$ cat config.mk
export PLATFORM = sky130hd
export DESIGN_NAME = mc_controller
export DESIGN_NICKNAME = d
export VERILOG_FILES = /design/src/rtl/mc_pkg.sv /design/src/rtl/mc_aludec.sv /design/src/rtl/mc_controller.sv
export SDC_FILE = /design/constraint.sdc
export NUM_CORES = 1
export LEC_CHECK = 0
export ABC_AREA = 1
export CAP_MARGIN = 10
export CORE_UTILIZATION = 40
export CTS_BUF_LIST = sky130_fd_sc_hd__clkbuf_2
export CTS_CLUSTER_SIZE = 16
export DETAILED_ROUTE_END_ITERATION = 6
export PLACE_DENSITY = 0.87
export SKIP_LAST_GASP = 1
export SYNTH_ARGS = -nofsm -noshare
export SYNTH_HDL_FRONTEND = slang
export SYNTH_SLANG_ARGS = --single-unit
$ cat constraint.sdc
create_clock -name clk_i -period 2.4 [get_ports clk_i]
set_input_delay 0.36 -clock clk_i [delete_from_list [all_inputs] [get_ports clk_i]]
set_output_delay 0.36 -clock clk_i [all_outputs]
set_load 0.005 [all_outputs]
$ cat src/rtl/mc_pkg.sv
// Shared definitions for the multicycle controller.
// Contents:
// - state_e: 4-bit FSM state encoding.
// - Opcode constants for the instruction op field.
// - ALU control codes driven on alucontrol.
package mc_pkg;

  typedef enum logic [3:0] {
    StFetch  = 4'd0,
    StDecode = 4'd1,
    StMemAdr = 4'd2,
    StMemRd  = 4'd3,
    StMemWb  = 4'd4,
    StMemWr  = 4'd5,
    StExec   = 4'd6,
    StAluWb  = 4'd7,
    StBranch = 4'd8,
    StAddiEx = 4'd9,
    StAddiWb = 4'd10,
    StJump   = 4'd11
  } state_e;

  localparam logic [3:0] OpRtype = 4'd0;
  localparam logic [3:0] OpLw    = 4'd1;
  localparam logic [3:0] OpSw    = 4'd2;
  localparam logic [3:0] OpBeq   = 4'd3;
  localparam logic [3:0] OpAddi  = 4'd4;
  localparam logic [3:0] OpJ     = 4'd5;

  localparam logic [3:0] AluAnd = 4'b0000;
  localparam logic [3:0] AluOr  = 4'b0001;
  localparam logic [3:0] AluAdd = 4'b0010;
  localparam logic [3:0] AluSub = 4'b0110;
  localparam logic [3:0] AluSlt = 4'b0111;

endpackage

$ cat src/rtl/mc_aludec.sv
// R-type ALU decoder: maps the funct field to an ALU control code.
// Ports:
//   funct_i      - function field from the instruction register
//   alucontrol_o - ALU operation; unknown functs fall back to ADD
module mc_aludec
  import mc_pkg::*;
(
  input  logic [3:0] funct_i,
  output logic [3:0] alucontrol_o
);

  always_comb begin
    alucontrol_o = AluAdd;
    case (funct_i)
      4'd0:    alucontrol_o = AluAdd;
      4'd1:    alucontrol_o = AluSub;
      4'd2:    alucontrol_o = AluAnd;
      4'd3:    alucontrol_o = AluOr;
      4'd4:    alucontrol_o = AluSlt;
      default: alucontrol_o = AluAdd;
    endcase
  end

endmodule

$ cat src/rtl/mc_controller.sv
// Multicycle processor controller: a Moore FSM sequencing fetch, decode,
// execute, memory and writeback steps, with all datapath controls decoded
// from the state register.
// Ports:
//   clk_i, reset_i       - clock and synchronous active-high reset
//   op_i, funct_i        - instruction opcode and R-type function field
//   zero_i               - ALU zero flag (branch decision)
//   mem_ready_i          - memory access completes in a cycle with this high
//   iord_o .. pcen_o     - datapath mux selects and write enables
//   alucontrol_o         - ALU operation
//   illegal_o            - one-cycle pulse in DECODE for an unknown opcode
//   state_o              - current state, debug only
module mc_controller
  import mc_pkg::*;
#(
  parameter int unsigned n = 32
) (
  input  logic       clk_i,
  input  logic       reset_i,
  input  logic [3:0] op_i,
  input  logic [3:0] funct_i,
  input  logic       zero_i,
  input  logic       mem_ready_i,
  output logic       iord_o,
  output logic       irwrite_o,
  output logic       memread_o,
  output logic       memwrite_o,
  output logic       regwrite_o,
  output logic       regdst_o,
  output logic       memtoreg_o,
  output logic       alusrca_o,
  output logic [1:0] alusrcb_o,
  output logic [1:0] pcsrc_o,
  output logic       pcen_o,
  output logic [3:0] alucontrol_o,
  output logic       illegal_o,
  output logic [3:0] state_o
);

  // Width is shared with sibling blocks; the controller itself is width-agnostic.
  logic unused_n;
  assign unused_n = (n != 0);

  state_e     state_q, state_d;
  logic [3:0] funct_alu;

  mc_aludec u_aludec (
    .funct_i      (funct_i),
    .alucontrol_o (funct_alu)
  );

  always_ff @(posedge clk_i) begin
    if (reset_i) begin
      state_q <= StFetch;
    end else begin
      state_q <= state_d;
    end
  end

  always_comb begin
    state_d      = state_q;
    iord_o       = 1'b0;
    irwrite_o    = 1'b0;
    memread_o    = 1'b0;
    memwrite_o   = 1'b0;
    regwrite_o   = 1'b0;
    regdst_o     = 1'b0;
    memtoreg_o   = 1'b0;
    alusrca_o    = 1'b0;
    alusrcb_o    = 2'b00;
    pcsrc_o      = 2'b00;
    pcen_o       = 1'b0;
    alucontrol_o = AluAdd;
    illegal_o    = 1'b0;
    state_o      = state_q;

    case (state_q)
      StFetch: begin
        // PC+4 and IR load commit only in the cycle the fetch completes.
        memread_o = 1'b1;
        alusrcb_o = 2'b01;
        irwrite_o = mem_ready_i;
        pcen_o    = mem_ready_i;
        if (mem_ready_i) state_d = StDecode;
      end
      StDecode: begin
        alusrcb_o = 2'b11;
        case (op_i)
          OpRtype:     state_d = StExec;
          OpLw, OpSw:  state_d = StMemAdr;
          OpBeq:       state_d = StBranch;
          OpAddi:      state_d = StAddiEx;
          OpJ:         state_d = StJump;
          default: begin
            state_d   = StFetch;
            illegal_o = 1'b1;
          end
        endcase
      end
      StMemAdr: begin
        alusrca_o = 1'b1;
        alusrcb_o = 2'b10;
        state_d   = (op_i == OpSw) ? StMemWr : StMemRd;
      end
      StMemRd: begin
        iord_o    = 1'b1;
        memread_o = 1'b1;
        if (mem_ready_i) state_d = StMemWb;
      end
      StMemWb: begin
        regwrite_o = 1'b1;
        memtoreg_o = 1'b1;
        state_d    = StFetch;
      end
      StMemWr: begin
        iord_o     = 1'b1;
        memwrite_o = 1'b1;
        if (mem_ready_i) state_d = StFetch;
      end
      StExec: begin
        alusrca_o    = 1'b1;
        alucontrol_o = funct_alu;
        state_d      = StAluWb;
      end
      StAluWb: begin
        regwrite_o = 1'b1;
        regdst_o   = 1'b1;
        state_d    = StFetch;
      end
      StBranch: begin
        alusrca_o    = 1'b1;
        alucontrol_o = AluSub;
        pcsrc_o      = 2'b01;
        pcen_o       = zero_i;
        state_d      = StFetch;
      end
      StAddiEx: begin
        alusrca_o = 1'b1;
        alusrcb_o = 2'b10;
        state_d   = StAddiWb;
      end
      StAddiWb: begin
        regwrite_o = 1'b1;
        state_d    = StFetch;
      end
      StJump: begin
        pcsrc_o = 2'b10;
        pcen_o  = 1'b1;
        state_d = StFetch;
      end
      default: state_d = StFetch;
    endcase

    // Reset silences every output immediately, so an interrupted instruction
    // never commits a write or PC update during the reset cycles.
    if (reset_i) begin
      iord_o       = 1'b0;
      irwrite_o    = 1'b0;
      memread_o    = 1'b0;
      memwrite_o   = 1'b0;
      regwrite_o   = 1'b0;
      regdst_o     = 1'b0;
      memtoreg_o   = 1'b0;
      alusrca_o    = 1'b0;
      alusrcb_o    = 2'b00;
      pcsrc_o      = 2'b00;
      pcen_o       = 1'b0;
      alucontrol_o = 4'b0000;
      illegal_o    = 1'b0;
      state_o      = 4'd0;
    end
  end

endmodule

==> results of run 1 <==
==> area by class of cell <==
class,count,area [um^2]
Multi-Input combinational cell,88,405
Timing Repair Buffer,35,345
Fill cell,122,274
Sequential cell,4,80.1
Inverter,13,48.8
Tap cell,14,17.5
Clock buffer,3,15.0
==> placed cells by master, fill, tap and decap left out, types with 2 or more instances in the layout <==
master,Yosys,layout
nor2_2,2,2
buf_4,2,3
a21oi_1,8,8
o21ai_0,2,2
clkdlybuf4s50_1,0,31
nand3_1,10,10
dfxtp_1,4,4
nor2_1,25,25
clkbuf_2,0,3
nand2_1,27,27
inv_1,12,12
nor3_1,3,3
==> where the power goes <==
group          internal [mW]  switching [mW]  total [mW]
logic                  0.106           0.115       0.221
registers             0.0760          0.0152      0.0912
clock network         0.0336          0.0278      0.0615
total                  0.215           0.158       0.373
==> cells in the mapped netlist <==
| master | instances |
|---|---|
| nand2_2 | 1 |
| nand4_1 | 1 |
| conb_1 | 1 |
| nor4_1 | 2 |
| nand3_2 | 1 |
| o211ai_1 | 1 |
| inv_2 | 1 |
| nand3b_1 | 1 |
| nand2_1 | 27 |
| nor2_2 | 2 |
| nor3_2 | 1 |
| o21ai_0 | 2 |
| inv_1 | 12 |
| nor2_1 | 25 |
| buf_4 | 2 |
| clkbuf_1 | 1 |
| a21oi_1 | 8 |
| a31oi_1 | 1 |
| nor3_1 | 3 |
| dfxtp_1 | 4 |
| nand3_1 | 10 |
| o22ai_1 | 1 |
==> metrics by stage <==
step	setup WS (ps)	power, mW	TNS, ps	hold WS, ps	utilization (%)
final	139	0.373	0	655	76.9
after global routing	-2.33	0.407	-2.33	695	76.9
after CTS	13.8	0.374	0	638	76.2
after detailed placement	20.5	0.308	0	619	74.9
after global placement	68.2	0.304	0	629	74.9
after floorplan	1090	0.209	0	569	-
==> logic make-up after synthesis <==
family          count (synthesis)  synth area share, %
compound gates                 13                 12.8
buf+inv                        16                 12.4
flops                           4                 14.6
other cells                     1                0.686
simple gates                   74                 59.5
==> how the worst max path moves through the flow <==
stage,end,depth (start not counted),start,slack (ps)
floorplan,alucontrol_o[0],5,state_q[0],1090
global placement,pcen_o,5,reset_i,70
detailed placement,pcen_o,5,reset_i,20
CTS,pcen_o,5,reset_i,10
global route,alucontrol_o[0],5,state_q[1],-2
finish,alucontrol_o[0],5,state_q[1],140
==> worst max-delay path, delay by kind of cell (launching register included) <==
kind / cells / cell delay, ps
buffers and inverters: 1 / 520
AND/OR/NAND/NOR: 2 / 420
flip-flops: 1 / 460
AO/OA/AOI/OAI: 2 / 290
==> per-layer routing <==
layer | vias up | GRT usage, % | part of all wire (%)
met1 | 353 | 29.7 | 40
met5 | - | 0 | 0
li1 | 422 | - | -
met2 | 42 | 47.9 | 50
met4 | 0 | 10.3 | 1.7
met3 | 5 | 7.51 | 7.6
==> what timing repair did <==
item / in CTS / in global routing
gates resized for setup: 0 / 2
hold buffers: 0 / 0
setup endpoints to repair: 0 / 4
==> qor.yml, run 1 <==
synth:
  synth_seq_cells: 4
  yosysTopAreaCell: "nand2_1"
  syn_inst: 108
  synthDistinctLibCells: 22
  avgSynthCellArea_um2: 5.06
  synth_top_area_share_pct: 18.5
  syn-num-nets: 120
  syn-cell-area_um2: 547
  yosysSeqAreaShare_pct: 14.6
  ys_top_cells_by_area: "nand2_1 (19%), nor2_1 (17%), dfxtp_1 (15%), nand3_1 (9.2%), inv_1 (8.2%)"
  synth_warnings: 0
floorplanning:
  die-area_mm2: 0.00152
  start_util_pct: 46.1
  die_w_um: 39.0
  die_y_um: 39.0
  core-area_mm2: 0.00119
  rows: 12
  boundaryPins: 34
detailed_routing:
  drtIter0Drc: 24
  vias_per_cell: 5.24
  via_count: 822
  antenna_left: 0
  firstDrtPassIters: 4
  drc_errors: 0
  routedWlPerCell_um: 11.4
  drt_wl_total_um: 1790
setup_path:
  slowest_stage: "clkdlybuf4s50_1"
  r2r_start: "state_q[0]"
  r2r-end: "state_q[1]"
  r2r_cells: 7
  path_max_fanout: 7
  reg2reg_slack_ps: 1090
  worstSetupStartpointType: "flip-flop"
  crit_path_cell_trace: "nand2_1, nor2_2, o211ai_1, a21oi_1, clkdlybuf4s50_1"
  max_stage_delay_ps: 520
  crit_type: "reg -> out"
  worstSetupEndpointType: "primary output"
  worstPathRequired_ps: 2040
  crit_arrival_ps: 1900
power:
  p_leak_nw: 0.412
  powerDensity_mw_per_mm2: 409
  peakVddDrop_mv: 0.380
timing:
  fin_skew_ps: 10.6
  slew_viol_final: 0
  rsz0062_at_grt: "true"
  period_share_pct: 94.2
  finalSetupViolCount: 0
  layout_min_cycle_time_ps: 2260
  max_freq_ghz: 0.442
  hold_viol: 0
finish:
  fin_nets: 157
  drive_above_1_share_pct: 9.09
  fin_area_um2: 912
  largest_register_ffs: 4
  regMostFlops: "state_q"
  largest_registers: "state_q x4"
  layout.cells.non_filler: 157
  area_delta_synth_final_pct: 66.8
  antenna-diode-count: 0
placement:
  place_congestion: 0.916
  hpwlAfterDp_um: 1440
  io_buffers: 32
  placedCellCount: 154
  place_area_um2: 888
clock_network:
  root_buffer: "clkbuf_2"
  clock_latency_ps: 210
  cts.sinks: 4
  cts_buffer_depth: 2
  clk_pin_slew_ps: 50
  cts_tree: "built"
  numCtsBuffers: 3
  h-tree-depth: 1
  cts_setup_buffers: 0
hold_path:
  hold_class: "reg -> reg"
  holdPathEnd: "state_q[3]"
  hold_depth: 4
  min_from: "state_q[3]"
global_route:
  grt_pass1_wl_um: 2790
  first_global_vias: 715
  antenna_found_initial: 0
  grt_max_degree: 11
  overflow: 0
  grt.total_usage_pct: 26.9
run_status:
  status: "completed"
run:
  maxCapViolations: 0
No activity file was read; power rests on OpenSTA's default activity.
==> run 2: changes to the inputs <==
==> constraint.sdc (replaced) <==
create_clock -name clk_i -period 2.82 [get_ports clk_i]
set_input_delay 0.423 -clock clk_i [delete_from_list [all_inputs] [get_ports clk_i]]
set_output_delay 0.423 -clock clk_i [all_outputs]
set_load 0.005 [all_outputs]
==> run 2 against run 1 <==
Net effect: utilization is 2.0 points lower; cell area is 2.6% lower; power is 17% lower; first-iteration DRC count is 21% lower; sequential share of layout area is 0.23 points higher; final cell count is 1.3% lower; clock-buffer cell count stayed put; critical path type is now in -> out; largest cell class unchanged; highest routed layer unchanged.
==> qor.yml, run 2 (synthesis results as in run 1) <==
setup_path:
  crit_top_cell: "clkdlybuf4s50_1"
  worstPathRequired_ps: 2400  # was 2040 ps
  slowest_stage: "clkdlybuf4s50_1"  # unchanged
  crit_type: "in -> out"  # was reg -> out
  path_max_fanout: 14  # was 7
  r2r_cells: 7  # unchanged
  r2r_start: "state_q[0]"  # unchanged
  worstSetupStartpointType: "primary input"  # was flip-flop
  reg2reg_slack_ps: 1550  # was 1090 ps
  crit_path_cell_trace: "clkdlybuf4s50_1, buf_4, inv_1, nand2_1, o21ai_0, clkdlybuf4s50_1"  # was nand2_1, nor2_2, o211ai_1, a21oi_1, clkdlybuf4s50_1
  worstSetupEndpointType: "primary output"  # unchanged
  max_stage_delay_ps: 530  # was 520 ps
  cp.depth: 6  # was 5
  r2r-end: "state_q[1]"  # unchanged
  path_buf_inv: 4  # was 1
  crit_arrival_ps: 2100  # was 1900 ps
  critPathTopFamily: "buffers and inverters"  # unchanged
power:
  total_power_uw: 311  # was 373 uW
  peakVddDrop_mv: 0.324  # was 0.380 mV
  powerDensity_mw_per_mm2: 350  # was 409 mW/mm^2
  p_leak_nw: 0.392  # was 0.412 nW
clock_network:
  root_buffer: "clkbuf_2"  # unchanged
  cts_setup_buffers: 0  # unchanged
  post_cts_resized: 0  # unchanged
  cts_tree: "built"  # unchanged
  cts.sinks: 4  # unchanged
  clk_pin_slew_ps: 40  # was 50 ps
  h-tree-depth: 1  # unchanged
  numCtsBuffers: 3  # unchanged
  hold_buffers: 0  # unchanged
  cts_buffer_depth: 2  # unchanged
  clock_latency_ps: 200  # was 210 ps
detailed_routing:
  antenna_left: 0  # unchanged
  drc_errors: 0  # unchanged
  vias_per_cell: 5.08  # was 5.24
  via_count: 787  # was 822
  drt_wl_total_um: 1590  # was 1790 um
  drtIter0Drc: 19  # was 24
  firstDrtPassIters: 4  # unchanged
  routedWlPerCell_um: 10.2  # was 11.4 um
placement:
  placedCellCount: 152  # was 154
  io_buffers: 32  # unchanged
  place_ws_ps: 326  # was 20.5 ps
  hpwlAfterDp_um: 1300  # was 1440 um
  place_congestion: 0.933  # was 0.916
finish:
  final_common_cell: "clkdlybuf4s50_1"  # unchanged
  largest_register_ffs: 4  # unchanged
  largest_registers: "state_q x4"  # unchanged
  drive_above_1_share_pct: 7.09  # was 9.09%
  final_cell_mix: "clkdlybuf4s50_1 (32), nand2_1 (27), nor2_1 (25)"  # was clkdlybuf4s50_1 (31), nand2_1 (27), nor2_1 (25)
  antenna-diode-count: 0  # unchanged
  regMostFlops: "state_q"  # unchanged
  fin_nets: 155  # was 157
  area_delta_synth_final_pct: 62.5  # was 66.8%
  layout.cells.non_filler: 155  # was 157
  postLayoutCoreUtil_pct: 74.9  # was 76.9%
hold_path:
  holdPathEnd: "state_q[3]"  # unchanged
  hold_class: "reg -> reg"  # unchanged
  min_from: "state_q[2]"  # was state_q[3]
  hold_depth: 3  # was 4
global_route:
  use_met1_pct: 24.3  # was 29.7%
  antenna_found_initial: 0  # unchanged
  grt_pass1_wl_um: 2370  # was 2790 um
  first_global_vias: 659  # was 715
  grt-busiest-layer: "met2"  # unchanged
  overflow: 0  # unchanged
  grt_max_degree: 15  # was 11
  grt_use_met3_pct: 4.62  # was 7.51%
  met2_usage_pct: 42.1  # was 47.9%
  grt.total_usage_pct: 22.0  # was 26.9%
timing:
  hold_viol: 0  # unchanged
  fin_tns_setup_ps: 0  # unchanged
  slew_viol_final: 0  # unchanged
  fin_ws_ps: 300  # was 139 ps
  rsz0062_at_grt: "false"  # was true
  layout_min_cycle_time_ps: 2520
  period_share_pct: 89.4
  finalSetupViolCount: 0  # unchanged
  max_freq_ghz: 0.397
  fin_skew_ps: 11.3  # was 10.6 ps
floorplanning:
  boundaryPins: 34  # unchanged
  die_y_um: 39.0  # unchanged
  core-area_mm2: 0.00119  # unchanged
  die_w_um: 39.0  # unchanged
  start_util_pct: 46.1  # unchanged
  die-area_mm2: 0.00152  # unchanged
  rows: 12  # unchanged
run:
  maxCapViolations: 0  # unchanged
run_status:
  status: "completed"  # unchanged
==> run 2: tightest hold or removal path, stage by stage (launching register included) <==
cell	delay [ps]
dfxtp_1	420
nor2_1	90
nand2_1	60
nor2_1	40
==> run 2: worst max path at each step <==
| stage | startpoint | endpoint | slack (ps) |
|---|---|---|---|
| after floorplan | reset_i | regwrite_o | 1390 |
| after global routing | reset_i | regwrite_o | 210 |
| after global placement | reset_i | regwrite_o | 340 |
| final | reset_i | regwrite_o | 300 |
| after detailed placement | reset_i | regwrite_o | 330 |
| after CTS | reset_i | regwrite_o | 320 |
==> run 2: power breakdown <==
| part | internal, mW | switching, mW |
|---|---|---|
| registers | 0.0647 | 0.0120 |
| clock network | 0.0287 | 0.0226 |
| logic | 0.0880 | 0.0953 |
==> run 2: layout make-up <==
cell class	instances	area [um^2]
inverters	13	48.8
repair buffers	33	328
clock buffers	3	15.0
multi-input cells	88	399
well taps	14	17.5
fillers	110	298
flip-flops and latches	4	80.1
==> run 2: per-layer routing <==
metal  vias to the layer above  wire (um)
li1                        417          -
met1                       336        702
met2                        32        769
met3                         2        102
met4                         0         12
met5                         -          0
==> run 2: per-stage QoR <==
step / instance area [um^2] / hold WS (ps)
final: 888 / 659
after global routing: 888 / 671
after global placement: 873 / 630
after CTS: 888 / 647
after detailed placement: 873 / 630
after floorplan: 547 / 569
==> run 3: changes to the inputs <==
--- a/config.mk
+++ b/config.mk
@@ -7,6 +7,7 @@
 export LEC_CHECK = 0
 export ABC_AREA = 1
 export CAP_MARGIN = 10
+export CORE_MARGIN = 2
 export CORE_UTILIZATION = 40
 export CTS_BUF_LIST = sky130_fd_sc_hd__clkbuf_2
 export CTS_CLUSTER_SIZE = 16
==> run 3 against run 2 <==
Net effect: clock-buffer cell count unchanged; via count increased by 4.3%; sequential share of layout area decreased by 0.088 points; sequential cell count unchanged; critical path depth unchanged; die area increased by 11%; cell area increased by 0.99%; clock skew decreased by 3.4 ps; register-to-register slack about the same; utilization decreased by 5.1 points.
==> qor.yml, run 3 (synthesis results as in run 1) <==
setup_path:
  worstSetupEndpointType: "primary output"  # unchanged
  r2r-end: "state_q[1]"  # unchanged
  slowest_stage: "clkdlybuf4s50_1"  # unchanged
  worstSetupStartpointType: "primary input"  # unchanged
  r2r_cells: 7  # unchanged
  crit_arrival_ps: 2000  # was 2100 ps
  crit_top_cell: "clkdlybuf4s50_1"  # unchanged
  cp-startpoint: "reset_i"  # unchanged
  max_stage_delay_ps: 520  # was 530 ps
  cp-endpoint: "regwrite_o"  # unchanged
  crit_path_cell_trace: "clkdlybuf4s50_1, buf_4, nor3_1, nor2_1, o21ai_0, clkdlybuf4s50_1"  # was clkdlybuf4s50_1, buf_4, inv_1, nand2_1, o21ai_0, clkdlybuf4s50_1
  path_max_fanout: 8  # was 14
  crit_type: "in -> out"  # unchanged
  r2r_start: "state_q[0]"  # unchanged
  worstPathRequired_ps: 2400  # about the same
  reg2reg_slack_ps: 1560  # was 1550 ps
timing:
  fin_tns_setup_ps: 0  # unchanged
  max_freq_ghz: 0.412  # was 0.397 GHz
  layout_min_cycle_time_ps: 2430  # was 2520 ps
  period_share_pct: 86.1  # was 89.4%
  rsz0062_at_grt: "false"  # unchanged
  finalSetupViolCount: 0  # unchanged
  slew_viol_final: 0  # unchanged
  hold_viol: 0  # unchanged
  fin_skew_ps: 7.94  # was 11.3 ps
detailed_routing:
  via_count: 821  # was 787
  vias_per_cell: 5.23  # was 5.08
  drtIter0Drc: 34  # was 19
  firstDrtPassIters: 4  # unchanged
  routedWlPerCell_um: 11.5  # was 10.2 um
  drt_wl_total_um: 1810  # was 1590 um
  antenna_left: 0  # unchanged
  drc_errors: 0  # unchanged
floorplanning:
  rows: 13  # was 12
  die-area_mm2: 0.00168  # was 0.00152 mm^2
  die_y_um: 41.0  # was 39.0 um
  core-area_mm2: 0.00128  # was 0.00119 mm^2
  start_util_pct: 42.6  # was 46.1%
  die_w_um: 41.0  # was 39.0 um
  boundaryPins: 34  # unchanged
clock_network:
  hold_buffers: 0  # unchanged
  cts.sinks: 4  # unchanged
  numCtsBuffers: 3  # unchanged
  root_buffer: "clkbuf_2"  # unchanged
  cts_buffer_depth: 2  # unchanged
  cts_setup_buffers: 0  # unchanged
  clock_latency_ps: 210  # was 200 ps
  cts_tree: "built"  # unchanged
  clk_pin_slew_ps: 50  # was 40 ps
  h-tree-depth: 1  # unchanged
  post_cts_resized: 0  # unchanged
power:
  swShare_pct: 42.0  # was 41.7%
  switching_power_uw: 132  # was 130 uW
  intPower_uw: 182  # was 181 uW
  clockPowerShare_pct: 16.4  # was 16.5%
  peakVddDrop_mv: 0.220  # was 0.324 mV
  powerDensity_mw_per_mm2: 350  # about the same
  combinationalPowerShare_pct: 59.2  # was 58.9%
  p_seq_share_pct: 24.4  # was 24.6%
  p_leak_nw: 0.397  # was 0.392 nW
finish:
  largest_registers: "state_q x4"  # unchanged
  antenna-diode-count: 0  # unchanged
  fin_area_um2: 897  # was 888 um^2
  fin_nets: 156  # was 155
  area_delta_synth_final_pct: 64.1  # was 62.5%
  final_cell_mix: "clkdlybuf4s50_1 (32), nand2_1 (27), nor2_1 (25)"  # unchanged
  largest_register_ffs: 4  # unchanged
  layout.cells.non_filler: 157  # was 155
  drive_above_1_share_pct: 7.75  # was 7.09%
  final_common_cell: "clkdlybuf4s50_1"  # unchanged
  fillers: 126  # was 110
  regMostFlops: "state_q"  # unchanged
run_status:
  status: "completed"  # unchanged
placement:
  hpwlAfterDp_um: 1460  # was 1300 um
  placedCellCount: 154  # was 152
  io_buffers: 32  # unchanged
  place_congestion: 0.885  # was 0.933
  place_area_um2: 882  # was 873 um^2
hold_path:
  hold_depth: 4  # was 3
  hold_class: "reg -> reg"  # unchanged
global_route:
  first_global_vias: 672  # was 659
  antenna_found_initial: 0  # unchanged
  grt_max_degree: 12  # was 15
  grt.total_usage_pct: 25.1  # was 22.0%
  overflow: 0  # unchanged
  grt_pass1_wl_um: 2800  # was 2370 um
run:
  maxCapViolations: 0  # unchanged
==> run 3: cell count changes in the layout (fill, tap and decap cells not counted), sizes merged <==
cell | previous run | this run
buf | 1 | 2
==> run 3: per-stage QoR <==
step,setup slack [ps],hold slack (ps),power [mW],util (%)
3_5_place_dp,393,629,0.261,68.6
5_1_grt,287,693,0.348,69.8
2_1_floorplan,1390,569,0.178,-
3_3_place_gp,449,628,0.259,68.6
4_1_cts,388,645,0.316,69.8
6_report,392,643,0.314,69.8
==> run 3: final cells by class <==
type | instances | area (um^2) | area share (%)
Inverter | 13 | 48.8 | 5.44
Sequential cell | 4 | 80.1 | 8.93
Multi-Input combinational cell | 88 | 399 | 44.5
Clock buffer | 3 | 15.0 | 1.67
Tap cell | 15 | 18.8 | 2.09
Timing Repair Buffer | 34 | 335 | 37.4
==> run 3: critical path: cells and delay by family <==
kind	cells	cell delay (ps)
AOI/OAI and AO/OA	1	80
buffers and inverters	3	1180
and+or+nand+nor	2	320
==> run 3: layer usage <==
layer | share of wire, % | wire (um) | global-route usage (%)
met1 | 44 | 788 | 32.6
met2 | 50 | 903 | 40.6
met3 | 5.9 | 107 | 2.17
met4 | 0.55 | 10 | 13.3
met5 | 0 | 0 | 0
==> run 3: power by group through the flow <==
stage	registers, mW	logic (mW)	clock network, mW
finish	0.0765	0.186	0.0516
global route	0.0784	0.207	0.0627
CTS	0.0761	0.186	0.0540
detailed placement	0.0771	0.184	0
global placement	0.0775	0.181	0
floorplan	0.0737	0.104	0
==> run 3: how the worst min path moves through the flow <==
stage                          start          to  slack (ps)
after CTS                 state_q[0]  state_q[3]         650
after floorplan           state_q[0]  state_q[3]         570
after global routing      state_q[0]  state_q[3]         690
after global placement    state_q[0]  state_q[3]         630
after detailed placement  state_q[0]  state_q[3]         630
final                     state_q[0]  state_q[3]         640
